===== config.mk =====
export PLATFORM = sky130hd
export DESIGN_NAME = mdu
export DESIGN_NICKNAME = d
export VERILOG_FILES = /design/src/rtl/mdu_pkg.sv /design/src/rtl/mdu_divider.sv /design/src/rtl/mdu.sv
export SDC_FILE = /design/constraint.sdc
export NUM_CORES = 2
export LEC_CHECK = 0
export CAP_MARGIN = 20
export CORE_UTILIZATION = 50
export CTS_BUF_LIST = sky130_fd_sc_hd__clkbuf_2 sky130_fd_sc_hd__clkbuf_4 sky130_fd_sc_hd__clkbuf_8
export DETAILED_ROUTE_END_ITERATION = 10
export PLACE_DENSITY = 0.66
export SKIP_CTS_REPAIR_TIMING = 1
export SLEW_MARGIN = 5
export SYNTH_ARGS = -nofsm -noshare
export SYNTH_HDL_FRONTEND = slang
export SYNTH_SLANG_ARGS = --single-unit

===== constraint.sdc =====
create_clock -name clk -period 4.45 [get_ports clk]
set_clock_uncertainty 0.2 [all_clocks]
set_input_delay 0.89 -clock clk [delete_from_list [all_inputs] [get_ports clk]]
set_output_delay 0.89 -clock clk [all_outputs]
set_load 0.05 [all_outputs]

===== src/rtl/mdu_pkg.sv =====
`default_nettype none
// ---------------------------------------------------------------------------
// mdu_pkg : shared MDU opcode and FSM state encodings      rev 1.0
// ---------------------------------------------------------------------------
package mdu_pkg;

    typedef enum logic [3:0] {
        MDU_NOP   = 4'd0,
        MDU_MULT  = 4'd1,
        MDU_MULTU = 4'd2,
        MDU_DIV   = 4'd3,
        MDU_DIVU  = 4'd4,
        MDU_MFHI  = 4'd5,
        MDU_MFLO  = 4'd6,
        MDU_MTHI  = 4'd7,
        MDU_MTLO  = 4'd8
    } mdu_op_t;

    typedef enum logic [1:0] {
        ST_IDLE = 2'd0,
        ST_BUSY = 2'd1,
        ST_DONE = 2'd2
    } mdu_state_t;

endpackage
`default_nettype wire


===== src/rtl/mdu_divider.sv =====
`default_nettype none
// ---------------------------------------------------------------------------
// mdu_divider : unsigned restoring divider, one quotient bit per cycle  rev 1.0
// ---------------------------------------------------------------------------
module mdu_divider #(
    parameter int WIDTH      = 32,
    parameter int DIV_CYCLES = WIDTH
) (
    input  logic             clk,
    input  logic             rst_n,
    input  logic             start,
    input  logic [WIDTH-1:0] dividend,
    input  logic [WIDTH-1:0] divisor,
    output logic [WIDTH-1:0] quotient,
    output logic [WIDTH-1:0] remainder,
    output logic             last
);

    localparam int CW = $clog2(DIV_CYCLES + 1);

    logic [CW-1:0]    count;
    logic [WIDTH-1:0] dvs;
    logic [WIDTH:0]   shifted;
    logic [WIDTH:0]   diff;

    // Quotient register doubles as the dividend shift source.
    assign shifted = {remainder, quotient[WIDTH-1]};
    assign diff    = shifted - {1'b0, dvs};
    assign last    = (count == CW'(1));

    always_ff @(posedge clk or negedge rst_n) begin
        if (!rst_n) begin
            quotient  <= '0;
            remainder <= '0;
            dvs       <= '0;
            count     <= '0;
        end else if (start) begin
            quotient  <= dividend;
            remainder <= '0;
            dvs       <= divisor;
            count     <= CW'(DIV_CYCLES);
        end else if (count != '0) begin
            if (diff[WIDTH]) begin
                remainder <= shifted[WIDTH-1:0];
                quotient  <= {quotient[WIDTH-2:0], 1'b0};
            end else begin
                remainder <= diff[WIDTH-1:0];
                quotient  <= {quotient[WIDTH-2:0], 1'b1};
            end
            count <= count - CW'(1);
        end
    end

endmodule
`default_nettype wire


===== src/rtl/mdu.sv =====
`default_nettype none
// ---------------------------------------------------------------------------
// mdu : EX-stage multiply/divide unit with private HI/LO and stall handshake
// rev 1.0
// ---------------------------------------------------------------------------
module mdu
    import mdu_pkg::*;
#(
    parameter int WIDTH      = 32,
    parameter int DIV_CYCLES = WIDTH
) (
    input  logic             clk,
    input  logic             rst_n,
    input  logic [3:0]       MDUOpE,
    input  logic [WIDTH-1:0] SrcAE,
    input  logic [WIDTH-1:0] SrcBE,
    output logic             MDUReadyE,
    output logic [WIDTH-1:0] MDUResultE
);

    mdu_op_t          op;
    mdu_state_t       state;
    logic [WIDTH-1:0] hi;
    logic [WIDTH-1:0] lo;
    logic             q_neg;
    logic             r_neg;

    logic             is_div;
    logic             div_start;
    logic             div_last;
    logic             a_neg;
    logic             b_neg;
    logic [WIDTH-1:0] a_mag;
    logic [WIDTH-1:0] b_mag;
    logic [WIDTH-1:0] quo;
    logic [WIDTH-1:0] rem;

    logic             mul_signed;
    logic [2*WIDTH-1:0] mul_a;
    logic [2*WIDTH-1:0] mul_b;
    logic [2*WIDTH-1:0] product;

    assign op        = mdu_op_t'(MDUOpE);
    assign is_div    = (op == MDU_DIV) || (op == MDU_DIVU);
    assign div_start = (state == ST_IDLE) && is_div;

    assign a_neg = (op == MDU_DIV) && SrcAE[WIDTH-1];
    assign b_neg = (op == MDU_DIV) && SrcBE[WIDTH-1];
    assign a_mag = a_neg ? -SrcAE : SrcAE;
    assign b_mag = b_neg ? -SrcBE : SrcBE;

    // One 2W-bit multiplier serves both forms: extension selects signedness.
    assign mul_signed = (op == MDU_MULT);
    assign mul_a      = {{WIDTH{mul_signed & SrcAE[WIDTH-1]}}, SrcAE};
    assign mul_b      = {{WIDTH{mul_signed & SrcBE[WIDTH-1]}}, SrcBE};
    assign product    = mul_a * mul_b;

    mdu_divider #(
        .WIDTH      (WIDTH),
        .DIV_CYCLES (DIV_CYCLES)
    ) u_divider (
        .clk       (clk),
        .rst_n     (rst_n),
        .start     (div_start),
        .dividend  (a_mag),
        .divisor   (b_mag),
        .quotient  (quo),
        .remainder (rem),
        .last      (div_last)
    );

    always_ff @(posedge clk or negedge rst_n) begin
        if (!rst_n) begin
            state <= ST_IDLE;
            hi    <= '0;
            lo    <= '0;
            q_neg <= 1'b0;
            r_neg <= 1'b0;
        end else begin
            case (state)
                ST_IDLE: begin
                    case (op)
                        MDU_MULT, MDU_MULTU: {hi, lo} <= product;
                        MDU_MTHI:            hi <= SrcAE;
                        MDU_MTLO:            lo <= SrcAE;
                        MDU_DIV, MDU_DIVU: begin
                            q_neg <= a_neg ^ b_neg;
                            r_neg <= a_neg;
                            state <= ST_BUSY;
                        end
                        default: ;
                    endcase
                end
                ST_BUSY: begin
                    if (div_last)
                        state <= ST_DONE;
                end
                ST_DONE: begin
                    // The div still on MDUOpE here is the finishing one; never restart.
                    lo    <= q_neg ? -quo : quo;
                    hi    <= r_neg ? -rem : rem;
                    state <= ST_IDLE;
                end
                default: state <= ST_IDLE;
            endcase
        end
    end

    always_comb begin
        MDUReadyE = 1'b1;
        if (rst_n) begin
            case (state)
                ST_IDLE: MDUReadyE = !is_div;
                ST_BUSY: MDUReadyE = 1'b0;
                default: MDUReadyE = 1'b1;
            endcase
        end
    end

    always_comb begin
        MDUResultE = '0;
        case (op)
            MDU_MFHI: MDUResultE = hi;
            MDU_MFLO: MDUResultE = lo;
            default:  MDUResultE = '0;
        endcase
    end

endmodule
`default_nettype wire

; ---- After elaboration in Yosys (flattened, before gate mapping)
; Cells that the tools add are included.
[op_classes]
addsub = 6
n_mul = 1
eq_ne = 15
muxes = 22
n_bitwise = 3
n_reduce_logical = 15
[ops]
columns = operator, n
row1 = case mux 32 bit (2 select lines), 5
row2 = two-way mux 32 bit, 9
row3 = negation 32 bit, 4
row4 = multiplier 33 x 33 -> 64 bit, 1
row5 = subtractor 33 x 32 -> 33 bit, 1
row6 = "== test 4 x 3 -> 1 bit, second input constant", 4
row7 = two-way mux 6 bit, 2
row8 = "== test 4 x 2 -> 1 bit, second input constant", 2
row9 = AND reduction 2 bit, 4
row10 = "== test 6 x 1 -> 1 bit, second input constant", 1
row11 = "inequality test 3 x 1 -> 1 bit, second input constant", 2
row12 = nonzero test 6 bit, 1
row13 = "subtractor 6 x 1 -> 6 bit, second input constant", 1
row14 = "== test 4 x 1 -> 1 bit, second input constant", 1
row15 = "== test 4 bit, second input constant", 1
row16 = two-way mux 2 bit, 2
row17 = case mux 2 bit (2 select lines), 1
row18 = nonzero test 2 bit, 2
row19 = OR reduction 2 bit, 2
row20 = logical AND 1 bit, 3
row21 = bitwise AND 1 bit, 2
row22 = "== test 2 x 1 -> 1 bit, second input constant", 1
row23 = "== test 2 bit, second input constant", 1
row24 = zero test 2 bit, 1
row25 = other kinds (7), 8
[word_totals]
ff_bits = 170
out_inout_bits = 33
wordCells = 71

; ---- Depth between registers and ports, before layout
[logic_depth]
ltp_word = 5
ltp_mapped = 33
ltp_nobuf = 29

; ---- By module
; From an unflattened synthesis, not the netlist that was laid out.
[hier_totals]
hier_cells = 5865
hier_area_um2 = 51077.7
[modules_own_cells]
columns = module, instances, cells_per_inst, area_per_inst_um2
row1 = mdu, 1, 5172, 44810.5
row2 = mdu_divider, 1, 693, 6267.3

; ---- Least setup slack after synthesis
; Ideal clock, no wire load.
[synth_path]
kind = input-to-reg
startpoint = in MDUOpE[0]
endpoint = reg hi[29]
setup_time_ns = 0.094
t_arrival_ns = 9.147
setup_slack_ns = -4.990
path_stages = 32
path_buffers = 4
cell_sequence = clkbuf_1 nor4b_1 clkbuf_1 and2_1 clkbuf_1 nand2_1 inv_1 fa_1 inv_1 fa_1 inv_1 fa_1 fa_1 inv_1 fa_1 inv_1 fa_1 inv_1 fa_1 fa_1 inv_1 ha_1 clkbuf_1 a21o_1 a21o_1 a21o_1 a21o_1 a21o_1 a21o_1 a21oi_1 o221ai_1 a211oi_1
[synth_between]
elab_chain_len = 5
word_cells_on_any_way = 11
classes_between = 1 x mul / 4 x eq/ne / 2 x mux / 2 x bitwise / 2 x reduce/logical
[synth_lines]
columns = item, line_no
row1 = "start, declared", mdu.sv:14  ; input logic [3:0] MDUOpE,
row2 = == test 4 x 1 -> 1 bit, "mdu.sv:53, mdu.sv:82"
row3 = "bitwise AND 1 bit, on equally long branches", "mdu.sv:54, mdu.sv:55"
row4 = multiplier 33 x 33 -> 64 bit, mdu.sv:56  ; assign product = mul_a * mul_b;
row5 = case mux 32 bit (2 select lines), mdu.sv:82  ; case (op)
row6 = case mux 32 bit (2 select lines), mdu.sv:80  ; case (state)
row7 = "end signal, assigned", mdu.sv:83  ; MDU_MULT, MDU_MULTU: {hi, lo} <= product;
row8 = "end signal, assigned", mdu.sv:84  ; MDU_MTHI: hi <= SrcAE;
row9 = "end signal, assigned", mdu.sv:101  ; hi <= r_neg ? -rem : rem;
row10 = "end, declared", mdu.sv:23  ; logic [WIDTH-1:0] hi;
; Parallel ways exist; a longest one is shown, timed or not.
; A chain may end at the register's enable or synchronous reset.

; ---- Final worst setup path
[layout_path]
startpoint = in MDUOpE[1]
endpoint = reg hi[24]
; Same word-level chain as after synthesis.

==> summary.md <==
| Metric | Value |
|---|---|
| F_max | 0.1206 GHz |
| Proportion of layout cells with a drive suffix above 1 | 18.94% |
| WHS | 0.06561 ns |
| Final Hold Vio Count | 0 |
| Gr usage total | 31.41% |
| Prevailing post-synth register cell | dfrtp_1 |
| CP Class | input port to register |
| RSZ-0062 raised after global routing | yes |
| RR Endpoint | u_divider.remainder[19] |
| Drt wl/cell | about 21 um |
| Status | finished with violations |
| Number of port buffers | 102 |
| Hold Crit Class | input port to asynchronous set/reset pin |
| Layout Cells excl Fill | 7653 |
| Total CTS buffers | 17 |
| # setup viols final | 58 |
| Crit-path max cell delay | about 0.57 ns |
| Yosys cell types | 82 |
| Worst Path Required | 4.65 ns |
| Vias after detailed routing | 42070 |
| Area share of the largest cell type after synthesis | 44.46% |
| Top post-synthesis cells by count | inv_1, fa_1, nand2_1 |
| Layout area overhead | 20.77% |
| Most area-hungry cell type in the Yosys netlist | fa_1 |
| Die span in y | 320.4 um |
| IO Count | 103 |
| Post-synthesis net count | slightly above 7000 |
| Row cnt | roughly 120 |
| Syn avg cell area | 8.702 sq um |
| Pre-antenna DRT Iters | 8 |
| Worst-path clk slew | about 0.1 ns |
| CTS HTree Levels | 4 |
| Failing checks | negative setup slack |
| Max-slew violation count | 0 |
| Post-synth EDFFs | 0 |
| Most used cell, CP | fa_1 |
| Clock buffer depth | 2 |
| Warnings, synthesis | 0 |
| Core Region | 100300 sq um |
| Avg Vias per Cell | 5.497 |
| Starting Density | 50.55% |
| Worst reg2reg path depth | 15 |
| Final min period | 8.289 ns |
| Crit-path slowest cell | fa_1 |
| Gate Count Post-Synth | 5826 |
| RR Startpoint | u_divider.quotient[31] |
| Register area share after synthesis | about 8.4% |
| Slew @ Worst Pin | 0.9313 ns |
| Hpwl dp | 132.6 mm |
| Die X | 320.4 um |
| First-pass GRT wire length | 247.2 mm |
| Fin area | 61230 sq um |
| Number of global-route vias before repair | 43390 |
| CTS tree | built |
| Count leader, synth | inv_1 |
| Worst setup SP type | input port |
| Max Cap Viol | 0 |
| Nets | 7722 |
| Placer Congestion | 0.9860 |
| Crit-path max FO | 8 |
| Clock latency on the worst-skew pair | 0.52 ns |
| Dominant cells by area after synthesis | fa_1, inv_1, dfrtp_1 |
| Largest net degree at the start of global routing | around 140 |
| Worst rel slew slack | about 38% |
| Clock Sinks | 170 |
| Arrival @ worst endpoint | 8.49 ns |
| Final period utilization | 186.3% |
| Area after DPL | 58350 sq um |
| Flip-flop and latch count after synthesis | between 150 and 200 |
| Cell area after synthesis | 50700 sq um |
| Initial antenna violation count | 17 |
| Worst Setup End Kind | register |
| DP Cell Count | about 7500 |
| Die ar. | 102700 sq um |
| Residual DRC | 0 |
| Worst setup margin | -3.839 ns |
| Wirelength, routed | 163.3 mm |
| Root Buffer | clkbuf_8 |
| Async SR Flop Fraction | 100.0% |
| GRT overflow | 0 |
| Setup slack, reg-to-reg | 0.18 ns |
| Initial DRC count | 3032 |
| Final ANT Viol Nets | 0 |
-- worst max path at each step --
stage | startpoint | slack (ns) | to
3_3_place_gp | MDUOpE[3] | -4.65 | hi[23]
3_5_place_dp | MDUOpE[3] | -4.75 | hi[30]
4_1_cts | MDUOpE[3] | -4.27 | hi[30]
6_report | MDUOpE[1] | -3.84 | hi[24]
2_1_floorplan | MDUOpE[3] | -4.15 | hi[31]
5_1_grt | MDUOpE[1] | -4.00 | hi[24]
-- state kept, by name (all words and copies together), names as in the netlist --
name	cells
hi	32
lo	32
u_divider.dvs	32
u_divider.quotient	32
u_divider.remainder	32
u_divider.count	6
state	2
q_neg	1
r_neg	1
-- cells by family after synthesis --
family                     count (synthesis)  share of synthesized area [%]
adders and majority gates               1376                          50.63
xor gates and xnor gates                 212                          3.662
and+or+nand+nor                         1730                          15.50
buffers and inverters                   1574                          11.80
AOI/OAI and AO/OA                        734                          9.417
muxes                                     30                         0.5972
DFF                                      170                          8.391
-- final cells by class --
cell class / instances / area (sq um)
Tap cell: 1357 / 1698
Timing Repair Buffer: 810 / 7958
Multi-Input combinational cell: 4082 / 42350
Clock inverter: 6 / 111.4
Inverter: 1195 / 4518
Clock buffer: 25 / 319.1
Sequential cell: 170 / 4254
Fill cell: 8544 / 39060
Antenna cell: 8 / 20.02
-- metal layers --
| layer | global-route usage (%) | part of all wire (%) |
|---|---|---|
| met4 | 12.44 | 5.0 |
| met3 | 3.359 | 6.5 |
| met2 | 53.15 | 49 |
| met5 | 0 | 0.049 |
| met1 | 41.43 | 40 |
-- worst max-delay path, delay by kind of cell --
kind | cells | cell delay, ns
adders and majority gates | 9 | 4.45
AOI/OAI and AO/OA | 7 | 1.51
buffers and inverters | 8 | 0.80
and+or+nand+nor | 5 | 0.65
xor gates and xnor gates | 1 | 0.14
-- cell usage in the layout, fill, tap and decap left out, types with 18 or more instances in the layout --
master	Yosys	layout
inv_1	1195	1154
fa_1	1126	1088
nand2_1	1001	980
buf_4	1	586
and2_1	304	287
ha_1	250	207
nor2_1	188	180
dfrtp_1	170	170
xnor2_1	139	127
a21oi_1	165	121
o21ai_0	179	104
buf_12	0	103
xor2_1	73	66
buf_6	5	64
a21o_1	61	60
o21ai_1	4	56
a31oi_1	55	51
ha_4	0	42
a22o_1	39	39
fa_2	0	38
a21oi_2	0	37
a211oi_1	45	37
inv_2	0	34
nand3_1	38	34
nor3_1	36	28
mux2i_1	28	28
o31ai_1	34	27
o211ai_1	26	26
and3_1	29	24
o21ai_2	2	22
clkbuf_8	0	21
or3_1	19	19
nand4_1	18	18
-- per-stage QoR --
step / TNS (ns) / utilization, % / setup slack (ns)
4_1_cts: -201.85 / 58.61 / -4.265
6_report: -176.06 / 61.05 / -3.839
3_3_place_gp: -228.95 / 58.18 / -4.647
3_5_place_dp: -231.95 / 58.18 / -4.746
2_1_floorplan: -171.15 / - / -4.146
5_1_grt: -186.35 / 61.05 / -4.005
Power is left out: the tool's default activity adds up to more than one toggle a clock period on the data nets, which glitch-free logic cannot reach.
